===== src/rtl/seq_det_pkg.sv =====
// Shared state encoding for the 101/110 overlapping Moore detector.
// Encodings 3'd6 and 3'd7 are unused and recover to S_IDLE.
package seq_det_pkg;

    typedef logic [2:0] state_t;

    localparam state_t S_IDLE = 3'd0;
    localparam state_t S_1    = 3'd1;
    localparam state_t S_10   = 3'd2;
    localparam state_t S_11   = 3'd3;
    localparam state_t S_101  = 3'd4;
    localparam state_t S_110  = 3'd5;

    // Detect-state set: the only states that raise the flag.
    function automatic logic is_detect(input state_t s);
        return (s == S_101) || (s == S_110);
    endfunction

endpackage


===== src/rtl/seq_det_101_110_moore.sv =====
// Overlapping Moore detector for the serial patterns 101 and 110.
// The flag is decoded from the state register only; in never reaches out combinationally.
module seq_det_101_110_moore
    import seq_det_pkg::*;
(
    input  logic clk,
    input  logic rstn,  // active-high synchronous reset despite the name
    input  logic in,
    output logic out
);

    state_t state_q;
    state_t state_d;

    always_ff @(posedge clk) begin
        if (rstn) begin
            state_q <= S_IDLE;
        end else begin
            state_q <= state_d;
        end
    end

    // Each state names the longest suffix still useful toward a match.
    always_comb begin
        state_d = S_IDLE;
        case (state_q)
            S_IDLE:  state_d = in ? S_1   : S_IDLE;
            S_1:     state_d = in ? S_11  : S_10;
            S_10:    state_d = in ? S_101 : S_IDLE;
            S_11:    state_d = in ? S_11  : S_110;
            S_101:   state_d = in ? S_11  : S_10;
            S_110:   state_d = in ? S_101 : S_IDLE;
            default: state_d = S_IDLE;
        endcase
    end

    always_comb begin
        out = is_detect(state_q);
    end

endmodule


===== config.mk =====
export PLATFORM = sky130hd
export DESIGN_NAME = seq_det_101_110_moore
export DESIGN_NICKNAME = d
export VERILOG_FILES = /design/src/rtl/seq_det_pkg.sv /design/src/rtl/seq_det_101_110_moore.sv
export SDC_FILE = /design/constraint.sdc
export NUM_CORES = 1
export LEC_CHECK = 0
export CORE_AREA = 4 4 41 43
export CTS_CLUSTER_DIAMETER = 60
export DETAILED_ROUTE_END_ITERATION = 7
export DIE_AREA = 0 0 45 47
export PLACE_DENSITY = 0.39
export SLEW_MARGIN = 25
export SYNTH_ARGS = -nofsm -noshare
export SYNTH_HDL_FRONTEND = slang
export SYNTH_SLANG_ARGS = --single-unit

===== constraint.sdc =====
create_clock -name clk -period 1.1 [get_ports clk]
set_input_delay 0.165 -clock clk [delete_from_list [all_inputs] [get_ports clk]]
set_output_delay 0.165 -clock clk [all_outputs]
set_load 0.05 [all_outputs]

==> results of run 1 <==
==> power by group through the flow <==
| stage | combinational, W | sequential (W) | clock (W) |
|---|---|---|---|
| 4_1_cts | 0.0000430 | 0.000126 | 0.000204 |
| 6_report | 0.0000431 | 0.000126 | 0.000192 |
| 5_1_grt | 0.0000464 | 0.000128 | 0.000211 |
| 3_5_place_dp | 0.0000403 | 0.000128 | 0 |
| 2_1_floorplan | 0.0000208 | 0.000126 | 0 |
| 3_3_place_gp | 0.0000402 | 0.000128 | 0 |
==> layout make-up <==
| class | count | area (um^2) |
|---|---|---|
| Timing Repair Buffer | 5 | 55.1 |
| Sequential cell | 3 | 62.6 |
| Clock buffer | 4 | 26.3 |
| Tap cell | 15 | 18.8 |
| Fill cell | 156 | 1040 |
| Multi-Input combinational cell | 12 | 90.1 |
| Inverter | 1 | 3.75 |
==> worst paths after layout <==
check / startpoint / end / slack (ps) / cells after the start
hold reg to reg: state_q[2]$_SDFF_PP0_ / state_q[0]$_SDFF_PP0_ / 550 / 2
setup / recovery: state_q[1]$_SDFF_PP0_ / out / 60 / 2
hold / removal: rstn / state_q[0]$_SDFF_PP0_ / 550 / 2
setup reg to reg: state_q[2]$_SDFF_PP0_ / state_q[2]$_SDFF_PP0_ / 140 / 4
==> cells by family after synthesis <==
kind of cell           after synthesis  share of synthesized area
AO/OA/AOI/OAI                        4                      0.215
buffers and inverters                1                     0.0248
flip-flops                           3                      0.397
AND/OR/NAND/NOR                      8                      0.364
==> metrics by stage <==
stage | util | power (W) | hold slack (ps) | instance area, um^2 | setup TNS, ps
floorplan | - | 0.000147 | 234 | 154 | 0
global placement | 0.169 | 0.000168 | 520 | 220 | -300
detailed placement | 0.169 | 0.000168 | 516 | 220 | -252
CTS | 0.196 | 0.000373 | 539 | 255 | 0
global route | 0.197 | 0.000384 | 544 | 256 | 0
finish | 0.197 | 0.000362 | 547 | 256 | 0
==> repair_timing <==
item,4_1_cts,5_1_grt
buffers inserted,1,0
gates resized for setup,1,2
pin swaps,1,1
setup endpoints to repair,1,1
==> routing by layer <==
layer | vias up | global-route usage | part of all wire
met4 | 0 | 0.0702 | 0.045
met3 | 2 | 0.0230 | 0.061
met5 | - | 0 | 0
li1 | 78 | - | -
met1 | 64 | 0.0363 | 0.53
met2 | 5 | 0.0311 | 0.35
==> synth_stat cells, drive strengths merged <==
cell type | count | area share
dfxtp | 3 | 0.40
a2111oi | 1 | 0.099
nor2b | 1 | 0.058
nand4b | 1 | 0.058
and4bb | 1 | 0.083
nor3b | 1 | 0.050
a21oi | 1 | 0.033
nor2 | 3 | 0.074
inv | 1 | 0.025
nand2b | 1 | 0.041
a31oi | 2 | 0.083
==> metrics.cfg, run 1 <==
[outcome]
status=complete, no violations

[sta]
fin_ws_ps=64.0
setup_viol=0
relSlewSlack=0.840
period_share=0.942
tightest_slew_ps=239
fin_worst_skew_ps=1.20
hold_viol_final=0
fin_crit_ps=1040
fmax_mhz=965
final_max_slew_viol_count=0
rsz0062_at_grt=no

[critical_path]
required_ps=940
start_kind=flop
critical-path-max-stage-delay_ps=340
cp_top_family=flip-flops
crit_chain=nor2_2, buf_12
cp_max_fo=7
timing.critical_path.buf_inv=1
worstSetupPathType=flop to output pin
endpoint_kind=output pin
critPathSlowestCell=dfxtp_2
cp.arrival_ps=870

[yosys]
ys_warn_count=0
synth_cells=16
synth.cell_area_um2=151
seq_area_frac_synth=0.397
synth-seq-cells=3
synth_area_per_cell_um2=9.46
synth_cell_type_count=11
synth_fp_nets=19

[power]
power_switching_w=0.0000841
p_comb_frac=0.119
sequentialPowerShare=0.350
p_leak_nw=0.0936
p_per_area_nw_per_um2=1410
p_sw_frac=0.232
power.share.clock=0.531
internal-power_w=0.000278
ir_worst_vdd_mv=0.491

[floorplan]
die_h_um=47
fp.dieW_um=45
io_pins=4
initial_core_util=0.116
dieArea_um2=2120
num_rows=13
core_um2=1300

[hold_path]
min_path_type=input port to flop

[detailed_routing]
viasPerCell=3.73
antenna_left=0
drt_wl_total_um=310
vias=149
wire_per_inst_um=7.75
dr.pass1.iters=4
remaining_drc_errors=0
drt-initial-drc-count=5

[clock_network]
cts_hold_buf=0
clk_path_buf_depth=2
htree_levels=1
clockRootBuffer=clkbuf_4
cts_buffers=3
cts_tree=done
clk_pin_slew_ps=40
clk_latency_ps=230
cts.sinks=3

[final_layout]
instances_no_fill=40
top_regs=state_q x3
nNetsFinal=29
antenna_cells=0
regMostFlops=state_q
layout_commonest_cell=clkbuf_4
layout-drive-gt1-share=0.480
largest_reg_flops=3
area_delta_synth_final_pct=69.4

[placement]
gp_congestion=0.635
dp_cells=35
portBuffers=3
place_worst_setup_slack_ps=-163
detailed_place_hpwl_um=221

[grt]
grt_pass1_wl_um=420
antenna_found_initial=0
globalRouteOverflowTotal=0
grt_max_degree=8
grt_pass1_vias=108
grt_usage=0.0355

[job]
drv_cap=0

Note: power is estimated with default switching activity, not from simulation.
==> run 2: changes to the inputs <==
--- a/config.mk
+++ b/config.mk
@@ -10,6 +10,7 @@
 export DETAILED_ROUTE_END_ITERATION = 7
 export DIE_AREA = 0 0 45 47
 export PLACE_DENSITY = 0.39
+export SKIP_LAST_GASP = 1
 export SLEW_MARGIN = 25
 export SYNTH_ARGS = -nofsm -noshare
 export SYNTH_HDL_FRONTEND = slang
==> results of run 2 <==
Final layout, timing and power as in run 1 (identical DEF).
==> run 3: changes to the inputs <==
--- a/config.mk
+++ b/config.mk
@@ -10,6 +10,7 @@
 export DETAILED_ROUTE_END_ITERATION = 7
 export DIE_AREA = 0 0 45 47
 export PLACE_DENSITY = 0.39
+export SETUP_SLACK_MARGIN = 0.3
 export SKIP_LAST_GASP = 1
 export SLEW_MARGIN = 25
 export SYNTH_ARGS = -nofsm -noshare
==> run 3 against run 2 <==
  * Clock power about the same
  * Routed wire length up 27%
  * Sequential power about the same
  * Utilization up 3.3 points
  * Cell area up 17%
  * Final cell count up 10%
  * Worst hold slack worse by 120 ps
  * Register-to-register slack worse by 40 ps
  * Largest cell class unchanged
==> metrics.cfg, run 3 (synthesized netlist as in run 1, its figures left out) <==
[floorplan]
core_um2=1300
num_rows=13
fp.dieW_um=45
dieArea_um2=2120
initial_core_util=0.116
die_h_um=47
io_pins=4

[sta]
fmax_mhz=983
final_max_slew_viol_count=0
hold_viol_final=0
relSlewSlack=0.833
fin_crit_ps=1020
period_share=0.925
tightest_slew_ps=249
fin_worst_skew_ps=1.40
setup_viol=0
rsz0062_at_grt=yes

[final_layout]
nNetsFinal=33
layout-drive-gt1-share=0.586
top_regs=state_q x3
antenna_cells=0
layout_commonest_cell=buf_4
area_delta_synth_final_pct=97.5
layout_common_cells=buf_4, clkbuf_4, a31oi_1, nor2_1, dfxtp_4
regMostFlops=state_q
stdcell_area_um2=299
multi_input_area_um2=95.1
regArea_um2=68.8
fill_cells=150
largest_reg_flops=3

[critical_path]
cp.arrival_ps=850
start_kind=flop
crit_chain=inv_4, nor2_4, buf_12
worstSetupPathType=flop to output pin
rr_worst_depth=4
r2r_end=state_q[2]$_SDFF_PP0_
required_ps=940
critical-path-max-stage-delay_ps=350
r2r_start=state_q[1]$_SDFF_PP0_
critPathSlowestCell=dfxtp_4
cp_max_fo=2
endpoint_kind=output pin
timing.critical_path.buf_inv=2
worst-r2r-setup-slack_ps=100
cp_top_family=flip-flops

[power]
p_leak_nw=0.117
p_per_area_nw_per_um2=1250
ir_worst_vdd_mv=0.505
p_total_w=0.000374

[clock_network]
cts_hold_buf=0
cts.sinks=3
cts_tree=done
clk_pin_slew_ps=40
clk_latency_ps=230
clockRootBuffer=clkbuf_4
clk_path_buf_depth=2
htree_levels=1
cts_buffers=3

[hold_path]
min_to=state_q[0]$_SDFF_PP0_
hold_start=in
holdPathStages=3
min_path_type=input port to flop

[job]
drv_cap=0

[outcome]
status=complete, no violations

[grt]
grt_max_degree=7
grt_pass1_wl_um=752
grt_usage=0.0560
antenna_found_initial=0
grt_pass1_vias=231
globalRouteOverflowTotal=0

[detailed_routing]
met3_length_um=11
antenna_left=0
vias=180
dr.pass1.iters=1
drt_wl_total_um=393
wl_met1_um=130
highest_layer=met4
wl_met2_um=220
remaining_drc_errors=0
drt-initial-drc-count=0
wire_per_inst_um=8.93
viasPerCell=4.09

[placement]
detailed_place_hpwl_um=260
gp_congestion=0.789
portBuffers=3
dpl_cell_area_um2=239

run 3: timing repair:
action / CTS / global route
setup buffers: 4 / 0
endpoints found under the setup margin: 4 / 4
pin swaps: 1 / 1
resized for setup: 3 / 0
run 3: worst max-delay path by stage:
| stage | from | endpoint | slack [ps] | cells past startpoint |
|---|---|---|---|---|
| global placement | in | state_q[2]$_SDFF_PP0_ | -130 | 4 |
| global route | state_q[2]$_SDFF_PP0_ | out | 30 | 3 |
| finish | state_q[2]$_SDFF_PP0_ | out | 80 | 3 |
| detailed placement | in | state_q[2]$_SDFF_PP0_ | -140 | 4 |
| floorplan | state_q[2]$_SDFF_PP0_ | out | 260 | 2 |
| CTS | state_q[2]$_SDFF_PP0_ | out | 80 | 3 |
run 3: per-layer routing:
| layer | global-route usage | vias to the layer above |
|---|---|---|
| met2 | 0.0819 | 6 |
| met5 | 0 | - |
| li1 | - | 86 |
| met3 | 0.0421 | 4 |
| met1 | 0.0272 | 84 |
| met4 | 0.111 | 0 |
run 3: cell type report:
| type | count | area share |
|---|---|---|
| clock buffer | 4 | 0.0879 |
| timing repair buffer | 9 | 0.280 |
| inverter | 1 | 0.0209 |
| tap | 15 | 0.0628 |
| sequential | 3 | 0.230 |
| multi-input combinational | 12 | 0.318 |
run 3: tightest hold or removal path, stage by stage:
cell and delay (ps):
dlygate4sd2_1 260, nor2_1 120, a2111oi_2 60
run 3: stage by stage:
stage	setup slack [ps]	setup TNS (ps)	cells	util	hold slack, ps
after floorplan	259	0	16	-	227
after global placement	-129	-188	36	0.184	482
after detailed placement	-141	-221	36	0.184	480
after CTS	79.4	0	44	0.230	426
after global routing	27.6	0	44	0.230	451
final	82.3	0	44	0.230	424
run 3: power breakdown:
group	switching (W)	internal (W)	total, W	leakage (nW)
clock network	0.0000585	0.000136	0.000194	0.0150
logic	0.0000219	0.0000330	0.0000549	0.0754
registers	0.0000103	0.000114	0.000125	0.0264
